`src/rtl/lsq_dcache_port.sv`:
```
// Blocking, in-order data-cache port that sits behind the LSQ head.
// Each accepted entry becomes at most one cache access and exactly one tagged completion.
module lsq_dcache_port #(
  parameter int ENTRY_WIDTH = 81,
  parameter int TAG_WIDTH   = 6
) (
  input  logic                   clk,
  input  logic                   rst,
  input  logic                   valid_i,
  output logic                   ready_o,
  input  logic [ENTRY_WIDTH-1:0] data_i,
  output logic                   dc_req_valid_o,
  input  logic                   dc_req_ready_i,
  output logic                   dc_req_we_o,
  output logic [31:0]            dc_req_addr_o,
  output logic [31:0]            dc_req_wdata_o,
  output logic [3:0]             dc_req_wmask_o,
  input  logic                   dc_resp_valid_i,
  input  logic [31:0]            dc_resp_rdata_i,
  output logic                   wb_valid_o,
  input  logic                   wb_ready_i,
  output logic [TAG_WIDTH-1:0]   wb_tag_o,
  output logic [31:0]            wb_data_o,
  output logic                   wb_exc_o
);

  localparam logic [1:0] SZ_BYTE = 2'b00;
  localparam logic [1:0] SZ_HALF = 2'b01;
  localparam logic [1:0] SZ_WORD = 2'b10;

  typedef enum logic [1:0] {
    S_IDLE,
    S_REQ,
    S_WAIT,
    S_WB
  } state_e;

  // Entry field decode
  logic                 in_store;
  logic [1:0]           in_size;
  logic                 in_uns;
  logic [31:0]          in_addr;
  logic [31:0]          in_sdata;
  logic [TAG_WIDTH-1:0] in_tag;
  logic                 in_misaligned;
  logic [31:0]          in_wdata;
  logic [3:0]           in_wmask;
  logic                 unused_rsvd;

  assign in_store    = data_i[80];
  assign in_size     = data_i[79:78];
  assign in_uns      = data_i[77];
  assign in_addr     = data_i[76:45];
  assign in_sdata    = data_i[44:13];
  assign in_tag      = data_i[7 +: TAG_WIDTH];
  assign unused_rsvd = ^data_i[6:0];

  assign in_misaligned = (in_size == 2'b11) ||
                         ((in_size == SZ_HALF) && in_addr[0]) ||
                         ((in_size == SZ_WORD) && (in_addr[1:0] != 2'b00));

  always_comb begin
    in_wdata = in_sdata;
    case (in_size)
      SZ_BYTE: in_wdata = {4{in_sdata[7:0]}};
      SZ_HALF: in_wdata = {2{in_sdata[15:0]}};
      default: in_wdata = in_sdata;
    endcase
  end

  // Per-lane write enables and read-lane slicing
  logic [7:0] rd_byte [4];

  generate
    for (genvar gi = 0; gi < 4; gi++) begin : g_lane
      localparam logic [1:0] LANE = 2'(gi);
      assign in_wmask[gi] = in_store &&
                            ((in_size == SZ_WORD) ||
                             ((in_size == SZ_HALF) && (in_addr[1] == LANE[1])) ||
                             ((in_size == SZ_BYTE) && (in_addr[1:0] == LANE)));
      assign rd_byte[gi] = dc_resp_rdata_i[8*gi +: 8];
    end
  endgenerate

  // Registered state
  state_e               state_q, state_d;
  logic                 store_q, store_d;
  logic [1:0]           size_q, size_d;
  logic                 uns_q, uns_d;
  logic [1:0]           lo_addr_q, lo_addr_d;
  logic [31:0]          req_addr_q, req_addr_d;
  logic [31:0]          req_wdata_q, req_wdata_d;
  logic [3:0]           req_wmask_q, req_wmask_d;
  logic [TAG_WIDTH-1:0] tag_q, tag_d;
  logic [31:0]          wb_data_q, wb_data_d;
  logic                 wb_exc_q, wb_exc_d;

  // Load result extraction from the returned word
  logic [7:0]  ld_byte;
  logic [15:0] ld_half;
  logic [31:0] ld_ext;

  always_comb begin
    ld_byte = rd_byte[lo_addr_q];
    ld_half = lo_addr_q[1] ? dc_resp_rdata_i[31:16] : dc_resp_rdata_i[15:0];
    ld_ext  = dc_resp_rdata_i;
    case (size_q)
      SZ_BYTE: ld_ext = uns_q ? {24'b0, ld_byte} : {{24{ld_byte[7]}}, ld_byte};
      SZ_HALF: ld_ext = uns_q ? {16'b0, ld_half} : {{16{ld_half[15]}}, ld_half};
      default: ld_ext = dc_resp_rdata_i;
    endcase
  end

  always_ff @(posedge clk) begin
    if (rst) begin
      state_q     <= S_IDLE;
      store_q     <= 1'b0;
      size_q      <= 2'b00;
      uns_q       <= 1'b0;
      lo_addr_q   <= 2'b00;
      req_addr_q  <= 32'b0;
      req_wdata_q <= 32'b0;
      req_wmask_q <= 4'b0;
      tag_q       <= '0;
      wb_data_q   <= 32'b0;
      wb_exc_q    <= 1'b0;
    end else begin
      state_q     <= state_d;
      store_q     <= store_d;
      size_q      <= size_d;
      uns_q       <= uns_d;
      lo_addr_q   <= lo_addr_d;
      req_addr_q  <= req_addr_d;
      req_wdata_q <= req_wdata_d;
      req_wmask_q <= req_wmask_d;
      tag_q       <= tag_d;
      wb_data_q   <= wb_data_d;
      wb_exc_q    <= wb_exc_d;
    end
  end

  always_comb begin
    state_d     = state_q;
    store_d     = store_q;
    size_d      = size_q;
    uns_d       = uns_q;
    lo_addr_d   = lo_addr_q;
    req_addr_d  = req_addr_q;
    req_wdata_d = req_wdata_q;
    req_wmask_d = req_wmask_q;
    tag_d       = tag_q;
    wb_data_d   = wb_data_q;
    wb_exc_d    = wb_exc_q;

    case (state_q)
      S_IDLE: begin
        if (valid_i) begin
          store_d     = in_store;
          size_d      = in_size;
          uns_d       = in_uns;
          lo_addr_d   = in_addr[1:0];
          req_addr_d  = {in_addr[31:2], 2'b00};
          req_wdata_d = in_wdata;
          req_wmask_d = in_wmask;
          tag_d       = in_tag;
          wb_data_d   = 32'b0;
          wb_exc_d    = in_misaligned;
          // Misaligned or illegal-size entries complete without touching the cache
          state_d     = in_misaligned ? S_WB : S_REQ;
        end
      end
      S_REQ: begin
        if (dc_req_ready_i) begin
          state_d = S_WAIT;
        end
      end
      S_WAIT: begin
        if (dc_resp_valid_i) begin
          wb_data_d = store_q ? 32'b0 : ld_ext;
          state_d   = S_WB;
        end
      end
      S_WB: begin
        if (wb_ready_i) begin
          state_d = S_IDLE;
        end
      end
      default: state_d = S_IDLE;
    endcase
  end

  assign ready_o        = (state_q == S_IDLE);
  assign dc_req_valid_o = (state_q == S_REQ);
  assign dc_req_we_o    = store_q;
  assign dc_req_addr_o  = req_addr_q;
  assign dc_req_wdata_o = req_wdata_q;
  assign dc_req_wmask_o = req_wmask_q;
  assign wb_valid_o     = (state_q == S_WB);
  assign wb_tag_o       = tag_q;
  assign wb_data_o      = wb_data_q;
  assign wb_exc_o       = wb_exc_q;

endmodule

```
`config.mk`:
```
export PLATFORM = sky130hd
export DESIGN_NAME = lsq_dcache_port
export DESIGN_NICKNAME = d
export VERILOG_FILES = /design/src/rtl/lsq_dcache_port.sv
export SDC_FILE = /design/constraint.sdc
export NUM_CORES = 1
export LEC_CHECK = 0
export ABC_CLOCK_PERIOD_IN_PS = 2000
export BUFFER_PORTS_ARGS = -buffer_cell sky130_fd_sc_hd__buf_2
export CORE_ASPECT_RATIO = 1.1
export CORE_MARGIN = 2
export CORE_UTILIZATION = 40
export DETAILED_ROUTE_END_ITERATION = 12
export PLACE_DENSITY = 0.81
export SLEW_MARGIN = 5
export SYNTH_ARGS = -nofsm -noshare
export SYNTH_HDL_FRONTEND = slang
export SYNTH_SLANG_ARGS = --single-unit
```
`constraint.sdc`:
```
create_clock -name clk -period 2 [get_ports clk]
set_clock_uncertainty 0.1 [all_clocks]
set_input_delay 0.2 -clock clk [delete_from_list [all_inputs] [get_ports clk]]
set_output_delay 0.2 -clock clk [all_outputs]
set_load 0.05 [all_outputs]
```
### Word-level counts from Yosys, hierarchy flattened

Index checks and enable logic that the tools add are counted.

* flip-flop bits (word level): 113
* input port bits: 119
* output and inout port bits: 111
* logic and storage cells: 75

* $lt $le $gt $ge: 1
* equal/unequal tests: 14
* muxes and demuxes: 18
* bitwise gates (word level): 2
* reductions and logical operators: 29

Operators with widths (count)
* 32-bit one-hot mux with 2 select lines: 3
* 32-bit 2-to-1 mux: 5
* 8-bit binary-select mux with 2-bit select: 1
* 16-bit 2-to-1 mux: 1
* 8-bit 2-to-1 mux: 2
* 2-bit == test (second input constant): 6
* 1-bit logical AND: 12
* 2-bit 2-to-1 mux: 5
* 2-bit by 1-bit == test with 1-bit output (second input constant): 4
* 2-bit logical NOT: 4
* 1-bit logical OR: 8
* 2-bit one-hot mux with 4 select lines: 1
* 2-bit by 1-bit inequality test with 1-bit output (second input constant): 2
* 2-bit inequality test (second input constant): 2
* 4-bit AND reduction: 1
* 2-bit nonzero test: 2
* 3-bit greater-or-equal comparator (second input constant): 1
* 2-bit NOT with 3-bit output: 1
* 3-bit AND reduction: 1
* 2-bit AND reduction: 1
* 1-bit NOT: 1

### Depth between registers and ports, before layout

* depth in word-level cells: 9
* depth in mapped cells: 8
* gate-level depth less buffers: 6

### Least setup slack after synthesis

No wires, ideal clock.

* path kind: register to register
* start: reg state_q[0]
* end: reg wb_data_q[22], in the netlist wb_data_o[22]
* setup time: 122 ps
* data arrival time: 2072 ps
* required time: 1778 ps
* slack: -294 ps
* stages on the path, launching flop included: 9
* buffers on the path: 2
* period minus slack after synthesis: 2294 ps
* cells stage by stage: dfxtp_1 -> inv_1 -> ha_1 -> nor2b_4 -> nor4_4 -> and2_1 -> buf_4 -> buf_4 -> a221o_1

* longest elaborated chain between the ends: 3
* elaborated cells on any way between the ends: 7
* those cells by class: eq/ne: 3; mux: 1; reduce/logical: 3

RTL lines
* start: declaration: line 86 `state_e state_q, state_d;`
* start signal: assignment: line 128 `state_q <= state_d;`
* 2-bit logical NOT (*)
* net ready_o: line 10 `output logic ready_o,`
* 2-bit inequality test (no source line) or 2-bit nonzero test (tied branches)
* 3-bit AND reduction (no source line)
* end signal: assignment: line 137 `wb_data_q <= wb_data_d;`
* end: declaration: line 95 `logic [31:0] wb_data_q, wb_data_d;`

The timed path passes the listed nets; every way through them passes the cells marked *.
A chain may end at the register's enable or synchronous reset.

### Worst setup path after layout

* start: reg state_q[1]
* end: reg state_q[0]

* longest elaborated chain between the ends: 3
* elaborated cells on any way between the ends: 10
* those cells by class: eq/ne: 7; mux: 1; reduce/logical: 2

RTL lines
* 2-bit == test, or another cell as far along: line 155 `case (state_q)`
* 2-bit by 1-bit inequality test with 1-bit output (no source line) or 2-bit inequality test (tied branches)
* 4-bit AND reduction (no source line)

Several ways; a longest one is shown, not always the timed one.

==> results.cfg <==
[synth]
synth_top_area_share_pct = 46.5
synth_edf_count = 0
synth_warnings = 0
syn_avg_cell_area_sq_um = 8.50
yosysSeqAreaShare_pct = 46.5
synth_flop_cell = dfxtp_1
synth_top_cell_by_area = dfxtp_1
synthCells = 572
synthTopCellsByArea = dfxtp_1 (47%), nand2_1 (12%), a21oi_1 (6.7%)
synthArstFlopShare_pct = 0
yosys.cell_types.count = 37
ys_ff_latch = 113
syn_area_sq_um = 4860

[setup_path]
slowest_delay_ps = 570
critPathBufInv = 2
worstReg2RegEnd = state_q[0]$_SDFFE_PP0P_
rr_worst_depth = 7
start_kind = register
path_delay_family = simple AND/OR/NAND/NOR gates
cp.depth = 7
r2r_slack_ps = 70
end_kind = register
reg2reg_from = state_q[1]$_SDFFE_PP0P_
cp.arrival_ps = 2080
cp_max_fo = 4
endpoint = state_q[0]$_SDFFE_PP0P_
slowest_stage = or4_4
path_class = register to register
crit_chain = inv_1 > ha_4 > nor2b_4 > buf_4 > or4_4 > nor3_1 > a211oi_1
startpoint = state_q[1]$_SDFFE_PP0P_
required_ps = 2150

[grt]
grt_max_degree = 82
overflow = 0
antenna_found_initial = 0
grt_use_total_pct = 25.7
grt_pass1_wl_mm = 26.0
grt_pass1_vias = 5352

[outcome]
outcome = completed

[cells_and_area]
layout_common_cells = buf_2 (220), nand2_1 (152), dfxtp_1 (113), dlygate4sd3_1 (69), a21oi_1 (64)
syn2layout_area_growth_pct = 55.2
stdcell_count = 1029
drive_above_1_share_pct = 34.6
fillers = 990
nets = 986
num_antenna_cells = 0
stdcell_area_sq_um = 7550
final_common_cell = buf_2
final_util_pct = 63.3

[drt]
vias_per_cell = 5.32
wl_per_cell_microns = 16.2
drc = 0
vias = 5478
wl_mm = 16.6
final_antenna_net_count = 0
drt_iter0_markers = 361
firstDrtPassIters = 5

[placement]
dp_cells = 924
placed_cell_area_sq_um = 6200
dpl.hpwl_mm = 10.7
place_ws_ps = -121
io_buffer_count = 220
place.gp.congestion = 0.776

[timing]
period_share_pct = 96.5
drv_slew = 0
finalWorstSetupSlack_ps = 69.4
worstMarginPinSlew_ps = 883
fin_crit_ps = 1930
hold_viol_final = 0
setup_violations = 0
fmax_mhz = 518
relSlewSlack_pct = 41.1

[clocking]
tritoncts = done
clk_pin_slew_ps = 50
clkLatencyLatePin_ps = 410
cts_root_buffer = clkbuf_16
cts_made_buffers = 17
numClockSinks = 113
htree_levels = 4
clock_path_buffers = 2

[power_and_ir_drop]
power_density_nw_per_um2 = 1280
p_int_mw = 5.73
p_leak_nw = 3.51
p_switching_mw = 3.93
combPwrFrac_pct = 41.3
ir_drop_mv = 0.821
p_seq_share_pct = 29.2
switching_share_pct = 40.7
power.total_mw = 9.65
pwr-share-clk_pct = 29.5

[floorplanning]
die_h_microns = 120
io-pin-count = 230
die_x_microns = 109
coreArea_sq_um = 11900
start_util_pct = 40.8
fp-row-count = 42
die_area_sq_um = 13100

[run]
maxCapViolCount = 0

[hold_path]
hold_class = input pin to register
Yosys cell counts, drive strengths merged, types with 9 or more instances:
cell type  count
buf           14
mux2i         23
o21ai         26
a21oi         66
nand2b        11
nor2b         13
nor2          26
nand2        153
a211oi         9
a221o         16
dfxtp        113
clkbuf        33
power by group through the flow:
stage	clock (mW)	sequential [mW]	combinational, mW
global placement	0	2.83	3.61
floorplan	0	3.97	1.51
detailed placement	0	2.85	3.66
global route	3.01	2.86	4.27
finish	2.85	2.81	3.99
CTS	2.90	2.81	3.78
worst min-delay path by stage:
stage                     slack (ps)  cells past startpoint                        endpoint                           start
after floorplan                  240                      2              uns_q$_SDFFE_PP0P_                      data_i[77]
after global placement           340                      2  dc_req_addr_o[16]$_SDFFE_PP0P_  dc_req_addr_o[16]$_SDFFE_PP0P_
after detailed placement         340                      2  dc_req_addr_o[29]$_SDFFE_PP0P_  dc_req_addr_o[29]$_SDFFE_PP0P_
after CTS                         10                      3        dc_req_we_o$_SDFFE_PP0P_                      data_i[80]
after global routing              20                      3        dc_req_we_o$_SDFFE_PP0P_                      data_i[80]
final                              8                      3        dc_req_we_o$_SDFFE_PP0P_                      data_i[80]
tightest hold or removal path: cells and delay by family:
family / cells / cell delay [ps]
simple gates: 1 / 100
buf+inv: 1 / 100
compound gates: 1 / 70
state kept, by name, summed over array words and instances, names as in the netlist:
signal	count
uns_q	1
dc_req_wdata_o	32
dc_req_addr_o	30
wb_exc_o	1
dc_req_wmask_o	4
lo_addr_q	2
wb_data_o	32
wb_tag_o	6
size_q	2
state_q	2
dc_req_we_o	1
what timing repair did:
action                                 in CTS  in global routing
pin swaps                                   0                  3
endpoints found under the hold margin      71                  0
hold buffers                               69                  0
gates resized for setup                     1                  7
gates cloned                                0                  1
setup endpoints to repair                  32                 30
setup buffers                               0                  3
cells by family after synthesis:
| kind of cell | share of synthesized area, % |
|---|---|
| compound gates | 21.6 |
| fa+ha+maj | 1.29 |
| buf+inv | 4.55 |
| flops | 46.5 |
| mux | 7.05 |
| other cells | 0.0771 |
| simple gates | 19.0 |
layer usage:
| layer | vias to the layer above | track usage (%) | part of all wire, % |
|---|---|---|---|
| met5 | - | 0 | 0 |
| met4 | 0 | 15.2 | 4.2 |
| met1 | 2545 | 27.6 | 37 |
| li1 | 2591 | - | - |
| met3 | 61 | 8.53 | 8.4 |
| met2 | 281 | 43.2 | 50 |
metrics by stage:
| stage | TNS (ps) | hold slack, ps |
|---|---|---|
| after floorplan | 0 | 236 |
| after global placement | -241 | 339 |
| after detailed placement | -1750 | 343 |
| after CTS | 0 | 10.9 |
| after global routing | -10.4 | 23.5 |
| final | 0 | 7.97 |
layout make-up:
class	count	area (sq um)	share of cell area (%)
Clock inverter	10	83.8	1.11
Timing Repair Buffer	316	2070	27.4
Multi-Input combinational cell	410	2440	32.3
Clock buffer	22	484	6.42
Tap cell	154	193	2.55
Sequential cell	113	2260	30.0
Inverter	4	15.0	0.199
(Power assumes the default switching activity.)
